$ cat src/rtl/traj_pkg.sv
// Shared types and constants for the trajectory sequencer.
package traj_pkg;

  localparam int AXIS_W   = 8;
  localparam int HOME_POS = 50;

  typedef enum logic [2:0] {
    S_IDLE   = 3'd0,
    S_LIVE   = 3'd1,
    S_RECORD = 3'd2,
    S_FETCH  = 3'd3,
    S_LOAD   = 3'd4,
    S_HOLD   = 3'd5
  } state_t;

endpackage

$ cat src/rtl/dwell_timer.sv
// Dwell period timer: counts 0..DWELL-1 while enabled, pulses tick on the
// last count and wraps. clr restarts the period (used on every state entry).
module dwell_timer #(
  parameter int DWELL = 50000
) (
  input  logic clk,
  input  logic rst,
  input  logic clr,
  input  logic en,
  output logic tick
);

  localparam int CW = $clog2(DWELL);

  logic [CW-1:0] cnt;

  assign tick = en && (cnt == CW'(DWELL - 1));

  // Period counter; clear has priority over counting.
  always_ff @(posedge clk or posedge rst) begin
    if (rst)       cnt <= '0;
    else if (clr)  cnt <= '0;
    else if (tick) cnt <= '0;
    else if (en)   cnt <= cnt + 1'b1;
  end

endmodule

$ cat src/rtl/traj_sequencer.sv
// Motion-source controller: home / live accelerometer / record to RAM /
// looped playback from RAM, driving servo setpoints and the trajectory RAM.
module traj_sequencer
  import traj_pkg::*;
#(
  parameter int ADDR_W = 6,
  parameter int DWELL  = 50000,
  parameter int HOME   = HOME_POS
) (
  input  logic              clk,
  input  logic              rst,
  input  logic              enable,
  input  logic              btn_rec,
  input  logic              btn_mem,
  input  logic [AXIS_W-1:0] accel_x,
  input  logic [AXIS_W-1:0] accel_y,
  input  logic [AXIS_W-1:0] accel_z,
  input  logic [AXIS_W-1:0] mem_rdata_x,
  input  logic [AXIS_W-1:0] mem_rdata_y,
  input  logic [AXIS_W-1:0] mem_rdata_z,
  output logic [ADDR_W-1:0] mem_addr,
  output logic              mem_we,
  output logic [AXIS_W-1:0] mem_wdata_x,
  output logic [AXIS_W-1:0] mem_wdata_y,
  output logic [AXIS_W-1:0] mem_wdata_z,
  output logic [AXIS_W-1:0] out_x,
  output logic [AXIS_W-1:0] out_y,
  output logic [AXIS_W-1:0] out_z,
  output logic [ADDR_W:0]   length,
  output logic [2:0]        state_o
);

  // length value at which the next write fills the RAM
  localparam logic [ADDR_W:0]   LAST   = {1'b0, {ADDR_W{1'b1}}};
  localparam logic [AXIS_W-1:0] HOME_V = AXIS_W'(HOME);

  state_t state, state_nxt;

  logic rec_q, mem_q, rec_rise, mem_rise, tick, has_data, stop_req;
  logic wr_go, rec_entry, play_entry;
  logic [ADDR_W-1:0] wr_ptr, rd_ptr, wr_ptr_d, rd_ptr_d, addr_d;
  logic [ADDR_W:0]   length_d;
  logic              we_d;
  logic [AXIS_W-1:0] ox_d, oy_d, oz_d, wx_d, wy_d, wz_d;

  assign rec_rise = btn_rec & ~rec_q;
  assign mem_rise = btn_mem & ~mem_q;
  assign stop_req = rec_rise | mem_rise;
  assign has_data = (length != '0);
  assign state_o  = state;

  // Button history for rising-edge detection.
  always_ff @(posedge clk or posedge rst) begin
    if (rst) begin
      rec_q <= 1'b0;
      mem_q <= 1'b0;
    end else begin
      rec_q <= btn_rec;
      mem_q <= btn_mem;
    end
  end

  // Timer restarts on every state change so each state sees a full period.
  dwell_timer #(.DWELL(DWELL)) u_timer (
    .clk  (clk),
    .rst  (rst),
    .clr  (state_nxt != state),
    .en   (state == S_RECORD || state == S_HOLD),
    .tick (tick)
  );

  // State register.
  always_ff @(posedge clk or posedge rst) begin
    if (rst) state <= S_IDLE;
    else     state <= state_nxt;
  end

  // Next-state logic; enable drop overrides everything.
  always_comb begin
    state_nxt = state;
    if (!enable) begin
      state_nxt = S_IDLE;
    end else begin
      case (state)
        S_IDLE: begin
          if (btn_rec)                  state_nxt = S_RECORD;
          else if (btn_mem && has_data) state_nxt = S_FETCH;
          else                          state_nxt = S_LIVE;
        end
        S_LIVE: begin
          if (rec_rise)                  state_nxt = S_RECORD;
          else if (mem_rise && has_data) state_nxt = S_FETCH;
        end
        S_RECORD: begin
          if (rec_rise)                     state_nxt = S_LIVE;
          else if (tick && length == LAST)  state_nxt = S_LIVE;
        end
        S_FETCH:  state_nxt = stop_req ? S_LIVE : S_LOAD;
        S_LOAD:   state_nxt = stop_req ? S_LIVE : S_HOLD;
        S_HOLD: begin
          if (stop_req)  state_nxt = S_LIVE;
          else if (tick) state_nxt = S_FETCH;
        end
        default: state_nxt = S_IDLE;
      endcase
    end
  end

  // Next values of pointers, RAM interface and setpoints.
  always_comb begin
    // a write only happens on a tick that is not also a stop/disable
    wr_go      = enable && (state == S_RECORD) && tick && !rec_rise;
    rec_entry  = (state_nxt == S_RECORD) && (state != S_RECORD);
    play_entry = (state_nxt == S_FETCH) && (state == S_LIVE || state == S_IDLE);

    wr_ptr_d = wr_ptr;
    rd_ptr_d = rd_ptr;
    length_d = length;
    we_d     = 1'b0;
    wx_d     = mem_wdata_x;
    wy_d     = mem_wdata_y;
    wz_d     = mem_wdata_z;

    if (rec_entry) begin
      wr_ptr_d = '0;
      length_d = '0;
    end
    if (wr_go) begin
      wr_ptr_d = wr_ptr + 1'b1;
      length_d = length + 1'b1;
      we_d     = 1'b1;
      wx_d     = accel_x;
      wy_d     = accel_y;
      wz_d     = accel_z;
    end

    if (play_entry)
      rd_ptr_d = '0;
    else if (state == S_HOLD && state_nxt == S_FETCH)
      rd_ptr_d = ({1'b0, rd_ptr} == length - 1'b1) ? '0 : rd_ptr + 1'b1;

    // the write pulse carries the address being written; otherwise the
    // address follows whichever pointer owns the next state
    if (wr_go)                       addr_d = wr_ptr;
    else if (state_nxt == S_RECORD)  addr_d = wr_ptr_d;
    else                             addr_d = rd_ptr_d;

    ox_d = out_x;
    oy_d = out_y;
    oz_d = out_z;
    if (state_nxt == S_IDLE || state == S_IDLE) begin
      ox_d = HOME_V;
      oy_d = HOME_V;
      oz_d = HOME_V;
    end else begin
      case (state)
        S_LIVE, S_RECORD: begin
          ox_d = accel_x;
          oy_d = accel_y;
          oz_d = accel_z;
        end
        S_LOAD: begin
          ox_d = mem_rdata_x;
          oy_d = mem_rdata_y;
          oz_d = mem_rdata_z;
        end
        default: ;
      endcase
    end
  end

  // Datapath and output registers.
  always_ff @(posedge clk or posedge rst) begin
    if (rst) begin
      wr_ptr      <= '0;
      rd_ptr      <= '0;
      length      <= '0;
      mem_addr    <= '0;
      mem_we      <= 1'b0;
      mem_wdata_x <= '0;
      mem_wdata_y <= '0;
      mem_wdata_z <= '0;
      out_x       <= HOME_V;
      out_y       <= HOME_V;
      out_z       <= HOME_V;
    end else begin
      wr_ptr      <= wr_ptr_d;
      rd_ptr      <= rd_ptr_d;
      length      <= length_d;
      mem_addr    <= addr_d;
      mem_we      <= we_d;
      mem_wdata_x <= wx_d;
      mem_wdata_y <= wy_d;
      mem_wdata_z <= wz_d;
      out_x       <= ox_d;
      out_y       <= oy_d;
      out_z       <= oz_d;
    end
  end

endmodule

$ cat config.mk
export PLATFORM = sky130hd
export DESIGN_NAME = traj_sequencer
export DESIGN_NICKNAME = d
export VERILOG_FILES = /design/src/rtl/traj_pkg.sv /design/src/rtl/dwell_timer.sv /design/src/rtl/traj_sequencer.sv
export SDC_FILE = /design/constraint.sdc
export NUM_CORES = 1
export LEC_CHECK = 0
export CAP_MARGIN = 20
export CORE_MARGIN = 1.5
export CORE_UTILIZATION = 38
export CTS_BUF_LIST = sky130_fd_sc_hd__clkbuf_8
export DETAILED_ROUTE_END_ITERATION = 10
export GPL_TIMING_DRIVEN = 1
export PLACE_DENSITY = 0.76
export SLEW_MARGIN = 20
export SYNTH_ARGS = -nofsm -noshare
export SYNTH_HDL_FRONTEND = slang
export SYNTH_SLANG_ARGS = --single-unit
$ cat constraint.sdc
create_clock -name clk -period 3 [get_ports clk]
set_input_delay 0.75 -clock clk [delete_from_list [all_inputs] [get_ports clk]]
set_output_delay 0.75 -clock clk [all_outputs]
set_load 0.01 [all_outputs]
==> out/qor.csv, run 1 <==
metric,value,unit
outcome,"complete, no violations",
crit-path most repeated cell,xnor2_1,
YS warnings,0,
Synth async-reset ratio,1.00,
critical path class,flip-flop to flip-flop,
setup total negative slack,0,ns
vias in the first global route,4610,
grt ovf,0,
R2R depth,9,
Top Metal Used,met4,
met3 WL post-DR,1.31,mm
cells after synthesis,533,
slew of the pin with the lowest slew margin,0.645,ns
worst path required time,3.25,ns
skew final,0.0135,ns
Post-synth EDFFs,0,
Die ar.,0.0136,sq mm
Worst path max stage delay,0.47,ns
"FF+latch count, synth",95,
cts repair resizes,0,
minimum hold slack,0.483,ns
Clock Pin Slew Worst Setup and Hold Paths,0.10,ns
Vias/cell,5.45,
Critical Path Sink,mem_addr[5],
Post-Synth Simple-Gate Area,0.227,
XOR/XNOR Fraction of Synth Area,0.0249,
Max Cap Viol,0,
H-tree lvl count,3,
cts hold-fix bufs,0,
category of the worst setup path launch point,flip-flop,
share of layout cells above drive strength 1,0.106,
ys flop type,dfrtp_1,
Residual DRC,0,
fin worst setup slack,0.252,ns
count of different cell masters after synthesis,63,
final worst-path cycle share,0.916,
area of the core,0.0126,sq mm
IO Pins,118,
Initial Util,0.389,
R2R Setup Slk,0.25,ns
Horiz. Die Dim,117,microns
clock root cell,clkbuf_8,
DR iter-0 viols,285,
ant diodes,0,
Fmax achieved,364,MHz
final net count,723,
sequential fraction of the synthesis area,0.486,
CP max stage cell,dfrtp_1,
RSZ-0062 raised after global routing,false,
"Buf+Inv Stages, Crit Path",1,
Metal-1 WL,5.80,mm
Die H,117,microns
post-synthesis compound-gate area fraction,0.169,
CP Capture Type,flip-flop,
"CP delay by family, top",compound AO/OA/AOI/OAI gates,
Max IR drop VDD,0.214,mV
gr usage total,0.216,
Routed Antenna Nets,0,
minimum clock period,2.75,ns
FF-to-FF End,mem_addr[5],
reg2reg start,length[0],
Setup-failing EPs final,0,
CTS Buf Count,9,
Worst slew margin,0.568,
final non-filler cell total,842,
CTS Sinks,95,
largest net degree at the start of global routing,38,
Buffers on Ports,117,
mux cell area share after synthesis,0.0512,
pwr dens,451,mW/mm^2
pre-CTS setup slack,0.0652,ns
signal arrival time at the worst endpoint,3.00,ns
Synth Area in Adders,0.0127,
Crit path depth,9,
CTS max path bufs,2,
total number of vias,4590,
area grow syn2layout,36.0,%
first-pass GRT wire length,22.7,mm
routability cong.,0.859,
"Hold Vio Cnt, Final",0,
met2 WL post-DR,6.48,mm
HPWL after DPL,10.4,mm
cell area after synthesis,0.00491,sq mm
Crit Path Max Fanout,10,
clk_lat worst skew,0.38,ns
CTS tree,built,
crit path launch,length[0],
main combinational cell family by area after synthesis,simple AND/OR/NAND/NOR gates,
num rows,41,
LEAKAGE,2.88,nW
wire per inst,16.7,microns
final WL,14.0,mm
Placed Instances,826,
initial antenna violation count,0,
worst min path class,flip-flop to flip-flop,
Slew Limit Fails,0,
syn avg cell area,9.22,sq um
post-synth net total,591,
Pre-antenna DRT Iters,5,
Post-CTS Setup Inserts,0,
worst path cell trace,inv_1 > ha_1 > xnor2_1 > xnor2_1 > or3_1 > a221oi_1 > nand2_1 > a41oi_1 > o21ai_0,
-- cell usage after synthesis (2+ instances only) --
master | number | area (sq um)
dfrtp_1 | 86 | 2150
and2_1 | 3 | 18.8
buf_2 | 9 | 45.0
nor3_1 | 12 | 60.1
and3_1 | 14 | 87.6
inv_1 | 6 | 22.5
nor4b_2 | 2 | 30.0
nor4b_1 | 2 | 17.5
o21ai_0 | 29 | 145
ha_1 | 5 | 62.6
o21a_1 | 3 | 22.5
mux2i_1 | 24 | 240
a311oi_1 | 2 | 17.5
nor2_1 | 42 | 158
nand4_1 | 4 | 25.0
a22oi_1 | 8 | 60.1
o21ai_1 | 2 | 10.0
nor3b_1 | 2 | 15.0
nor3b_2 | 2 | 25.0
xnor2_1 | 7 | 61.3
o211ai_1 | 9 | 67.6
a21boi_0 | 3 | 22.5
dfstp_2 | 9 | 236
o31ai_1 | 4 | 30.0
nand2_1 | 111 | 417
a31oi_1 | 14 | 87.6
clkbuf_1 | 16 | 60.1
nand3b_1 | 2 | 15.0
a21oi_2 | 2 | 17.5
nand2b_1 | 7 | 43.8
a211oi_1 | 16 | 120
or3_1 | 5 | 31.3
nor2b_1 | 3 | 18.8
nand3_1 | 15 | 75.1
a21oi_1 | 19 | 95.1
xor2_1 | 7 | 61.3
-- worst reg2reg max path, stage by stage (launching register included) --
cell and delay [ns]:
dfrtp_1 0.47, inv_1 0.07, ha_1 0.28, xnor2_1 0.24, xnor2_1 0.09, or3_1 0.30, a221oi_1 0.39, nand2_1 0.32
a41oi_1 0.33, o21ai_0 0.14
-- power breakdown --
group	switching, mW	total [mW]	internal (mW)
clock	0.482	0.870	0.388
combinational	0.410	0.751	0.341
sequential	0.0464	1.40	1.35
-- sequential cells by signal, summed over array words and instances (netlist names) --
name,cells
length,7
mem_addr,6
mem_q,1
mem_wdata_x,8
mem_wdata_y,8
mem_wdata_z,8
mem_we,1
out_x,8
out_y,8
out_z,8
rd_ptr,6
rec_q,1
state_o,3
u_timer.cnt,16
wr_ptr,6
-- per-stage QoR --
| stage | power [mW] | area, sq um | utilization |
|---|---|---|---|
| 2_1_floorplan | 1.79 | 4920 | - |
| 6_report | 3.02 | 6680 | 0.530 |
| 3_3_place_gp | 2.13 | 6470 | 0.513 |
| 5_1_grt | 3.17 | 6680 | 0.530 |
| 3_5_place_dp | 2.17 | 6480 | 0.514 |
| 4_1_cts | 3.04 | 6680 | 0.530 |
-- area by class of cell --
type	instances	area [sq um]
clock buffer	9	124
clock inverter	7	73.8
fill	1160	5940
inverter	8	33.8
multi-input combinational	404	2400
sequential	95	2390
tap	172	215
timing repair buffer	147	1450
-- metal layers --
metal	vias to the layer above	track usage
li1	2161	-
met2	204	0.345
met1	2191	0.267
met5	-	0
met4	0	0.0916
met3	34	0.0778
-- cells in the final DEF (no fill, tap or decap), drive strengths merged, types with 4 or more instances in the layout --
cell,instances
inv,8
ha,5
or3,5
a31oi,14
o31ai,4
clkdlybuf4s50,117
nand2,112
xnor2,7
clkbuf,9
and3,14
o21ai,32
nor2,42
nand2b,7
a21oi,21
a21boi,4
a211oi,16
a22oi,8
nor3,13
nor4b,4
nand4,4
nand3,15
dfrtp,86
mux2i,24
buf,30
xor2,7
dfstp,9
o211ai,9
nor3b,4
-- kinds of logic after synthesis --
kind of cell,count (synthesis)
AND/OR/NAND/NOR,235
buffers and inverters,34
multiplexers,25
AO/OA/AOI/OAI,125
XOR/XNOR,14
flip-flops,95
adder cells (fa/ha/maj),5
-- how the worst min path moves through the flow --
| stage | slack [ns] | from | cells past startpoint | endpoint |
|---|---|---|---|---|
| after floorplan | 0.45 | wr_ptr[5] | 1 | wr_ptr[5] |
| after global placement | 0.45 | mem_wdata_z[3] | 2 | mem_wdata_z[3] |
| after detailed placement | 0.46 | mem_wdata_z[4] | 2 | mem_wdata_z[4] |
| after CTS | 0.48 | mem_wdata_z[4] | 2 | mem_wdata_z[4] |
| after global routing | 0.51 | mem_wdata_z[1] | 2 | mem_wdata_z[1] |
| final | 0.48 | mem_wdata_z[4] | 2 | mem_wdata_z[4] |
No activity file was read; power rests on OpenSTA's default activity.
==> run 2, diff against run 1 <==
GPL_TIMING_DRIVEN = 0   (was 1)
PLACE_DENSITY = 0.74   (was 0.76)
clock period = 2.6 ns   (was 3 ns; I/O delays follow)
==> out/qor.csv, run 2 (synthesis results as in run 1) <==
metric,value,unit,change
ant diodes,0,,unchanged
Horiz. Die Dim,117,microns,unchanged
Slew Limit Fails,0,,unchanged
Die H,117,microns,unchanged
routability cong.,0.869,,+1.2%
IO Pins,118,,unchanged
Routed Antenna Nets,0,,unchanged
largest net degree at the start of global routing,32,,-16%
skew final,0.00885,ns,-0.00466 ns
crit path launch,btn_mem,,
R2R Setup Slk,0.11,ns,-0.14 ns
Int Power,2.28,mW,+9.7%
minimum hold slack,0.479,ns,-0.00374 ns
Switching Share,0.324,,+0.0126
FILL cells,1136,,-2.1%
Clk pwr share,0.269,,-0.019
Die ar.,0.0136,sq mm,unchanged
worst min path class,flip-flop to flip-flop,,
Initial Util,0.389,,unchanged
cell area after placement,0.00636,sq mm,-1.9%
slew of the pin with the lowest slew margin,0.957,ns,+0.312 ns
clock root cell,clkbuf_8,,
critical path class,input pin to flip-flop,,
Fmax achieved,397,MHz,
Pre-antenna DRT Iters,5,,unchanged
minimum clock period,2.52,ns,
R2R depth,9,,unchanged
sequential cell fraction of total power,0.475,,+0.012
Max Cap Viol,0,,unchanged
"commonest non-fill, non-tap cell in the layout",clkdlybuf4s50_1,,
CP max stage cell,clkdlybuf4s50_1,,
total number of vias,4567,,-0.50%
signal arrival time at the worst endpoint,2.82,ns,-0.18 ns
share of layout cells above drive strength 1,0.122,,+0.0161
gr usage total,0.209,,-0.00697
final WL,13.8,mm,-1.8%
Worst path max stage delay,0.55,ns,+0.08 ns
"Buf+Inv Stages, Crit Path",2,,+1
num rows,41,,unchanged
CP Capture Type,flip-flop,,
logic gate share of total power,0.256,,+0.007
total power,3.37,mW,+12%
FF/Latch Area,0.00239,sq mm,+0.10%
Max IR drop VDD,0.225,mV,+5.0%
clk_lat worst skew,0.37,ns,about the same
post-route cell area,0.00679,sq mm,+1.6%
initial antenna violation count,0,,unchanged
vias in the first global route,4404,,-4.5%
LEAKAGE,2.91,nW,+1.2%
"CP delay by family, top",compound AO/OA/AOI/OAI gates,,
number of flip-flops in the largest register,16,,unchanged
HPWL after DPL,10.5,mm,+0.74%
Clock Pin Slew Worst Setup and Hold Paths,0.09,ns,about the same
P_sw,1.09,mW,+16%
category of the worst setup path launch point,input pin,,
area grow syn2layout,38.1,%,
Crit path depth,8,,-1
CTS Buf Count,9,,unchanged
FF-to-FF End,u_timer.cnt[11],,
area of the core,0.0126,sq mm,unchanged
H-tree lvl count,3,,unchanged
reg2reg start,u_timer.cnt[0],,
Vias/cell,5.36,,-1.7%
CTS max path bufs,2,,unchanged
worst path cell trace,clkdlybuf4s50_1 > nand2b_1 > a311oi_2 > o2bb2ai_4 > o21ai_4 > a221o_2 > buf_4 > nor2_1,,
wire per inst,16.2,microns,-2.9%
final core utilization,0.538,,+0.00823
DR iter-0 viols,360,,+26%
setup total negative slack,0,ns,unchanged
Critical Path Sink,u_timer.cnt[11],,
Buffers on Ports,117,,unchanged
CTS Sinks,95,,unchanged
pwr dens,497,mW/mm^2,+10%
CTS tree,built,,
Residual DRC,0,,unchanged
Setup-failing EPs final,0,,unchanged
Worst slew margin,0.356,,-0.212
"Hold Vio Cnt, Final",0,,unchanged
final net count,733,,+1.4%
worst path required time,2.90,ns,-0.35 ns
"commonest non-fill, non-tap cells in the layout","116 x clkdlybuf4s50_1, 110 x nand2_1, 84 x dfrtp_1",,
first-pass GRT wire length,22.1,mm,-2.9%
grt ovf,0,,unchanged
final worst-path cycle share,0.970,,
Biggest register,u_timer.cnt,,
area of the multi-input gates,0.00254,sq mm,+5.8%
outcome,"complete, no violations",,
Crit Path Max Fanout,10,,unchanged
cts hold-fix bufs,0,,unchanged
-- run 2: power groups by stage --
stage               Sequential (mW)  Clock [mW]  Combinational (mW)
CTS                            1.60       0.923               0.819
global route                   1.61       0.977               0.941
global placement               1.63           0               0.777
detailed placement             1.63           0               0.802
floorplan                      1.65           0               0.416
finish                         1.60       0.906               0.863
-- run 2: layer usage --
metal | global-route usage | up-vias | wire length, microns
li1 | - | 2188 | -
met1 | 0.273 | 2176 | 5950
met2 | 0.317 | 178 | 6200
met3 | 0.0752 | 25 | 1300
met4 | 0.0867 | 0 | 339
met5 | 0 | - | 0
-- run 2: stage by stage --
step	cells	setup slack [ns]
final	852	0.0790
after global routing	852	-0.0000657
after CTS	842	0.0105
after detailed placement	825	-0.591
after global placement	822	-0.596
after floorplan	533	0.201
-- run 2: worst min path at each step --
stage / start / to / slack [ns] / cells after the start
floorplan: wr_ptr[5] / wr_ptr[5] / 0.45 / 1
global placement: mem_wdata_z[0] / mem_wdata_z[0] / 0.45 / 2
detailed placement: mem_wdata_x[5] / mem_wdata_x[5] / 0.46 / 2
CTS: mem_wdata_x[0] / mem_wdata_x[0] / 0.48 / 2
global route: mem_wdata_y[0] / mem_wdata_y[0] / 0.51 / 2
finish: mem_wdata_y[3] / mem_wdata_y[3] / 0.48 / 2
-- run 2: timing repair --
action / 4_1_cts / 5_1_grt
endpoints found under the setup margin: 48 / 76
endpoints found under the hold margin: 0 / 0
setup buffers: 1 / 11
pin swaps: 2 / 4
gates resized for setup: 12 / 22
-- run 2: layout make-up --
cell class | count | share of cell area
plain buffers | 25 | 0.0164
clock buffers | 9 | 0.0183
clock inverters | 7 | 0.00701
inverters | 8 | 0.00498
multi-input cells | 404 | 0.374
flip-flops and latches | 95 | 0.352
well taps | 172 | 0.0317
repair buffers | 132 | 0.195
-- run 2: worst min-delay path: cells and delay by family (launching register included) --
family / cells / cell delay [ns]
flops: 1 / 0.35
simple gates: 2 / 0.10
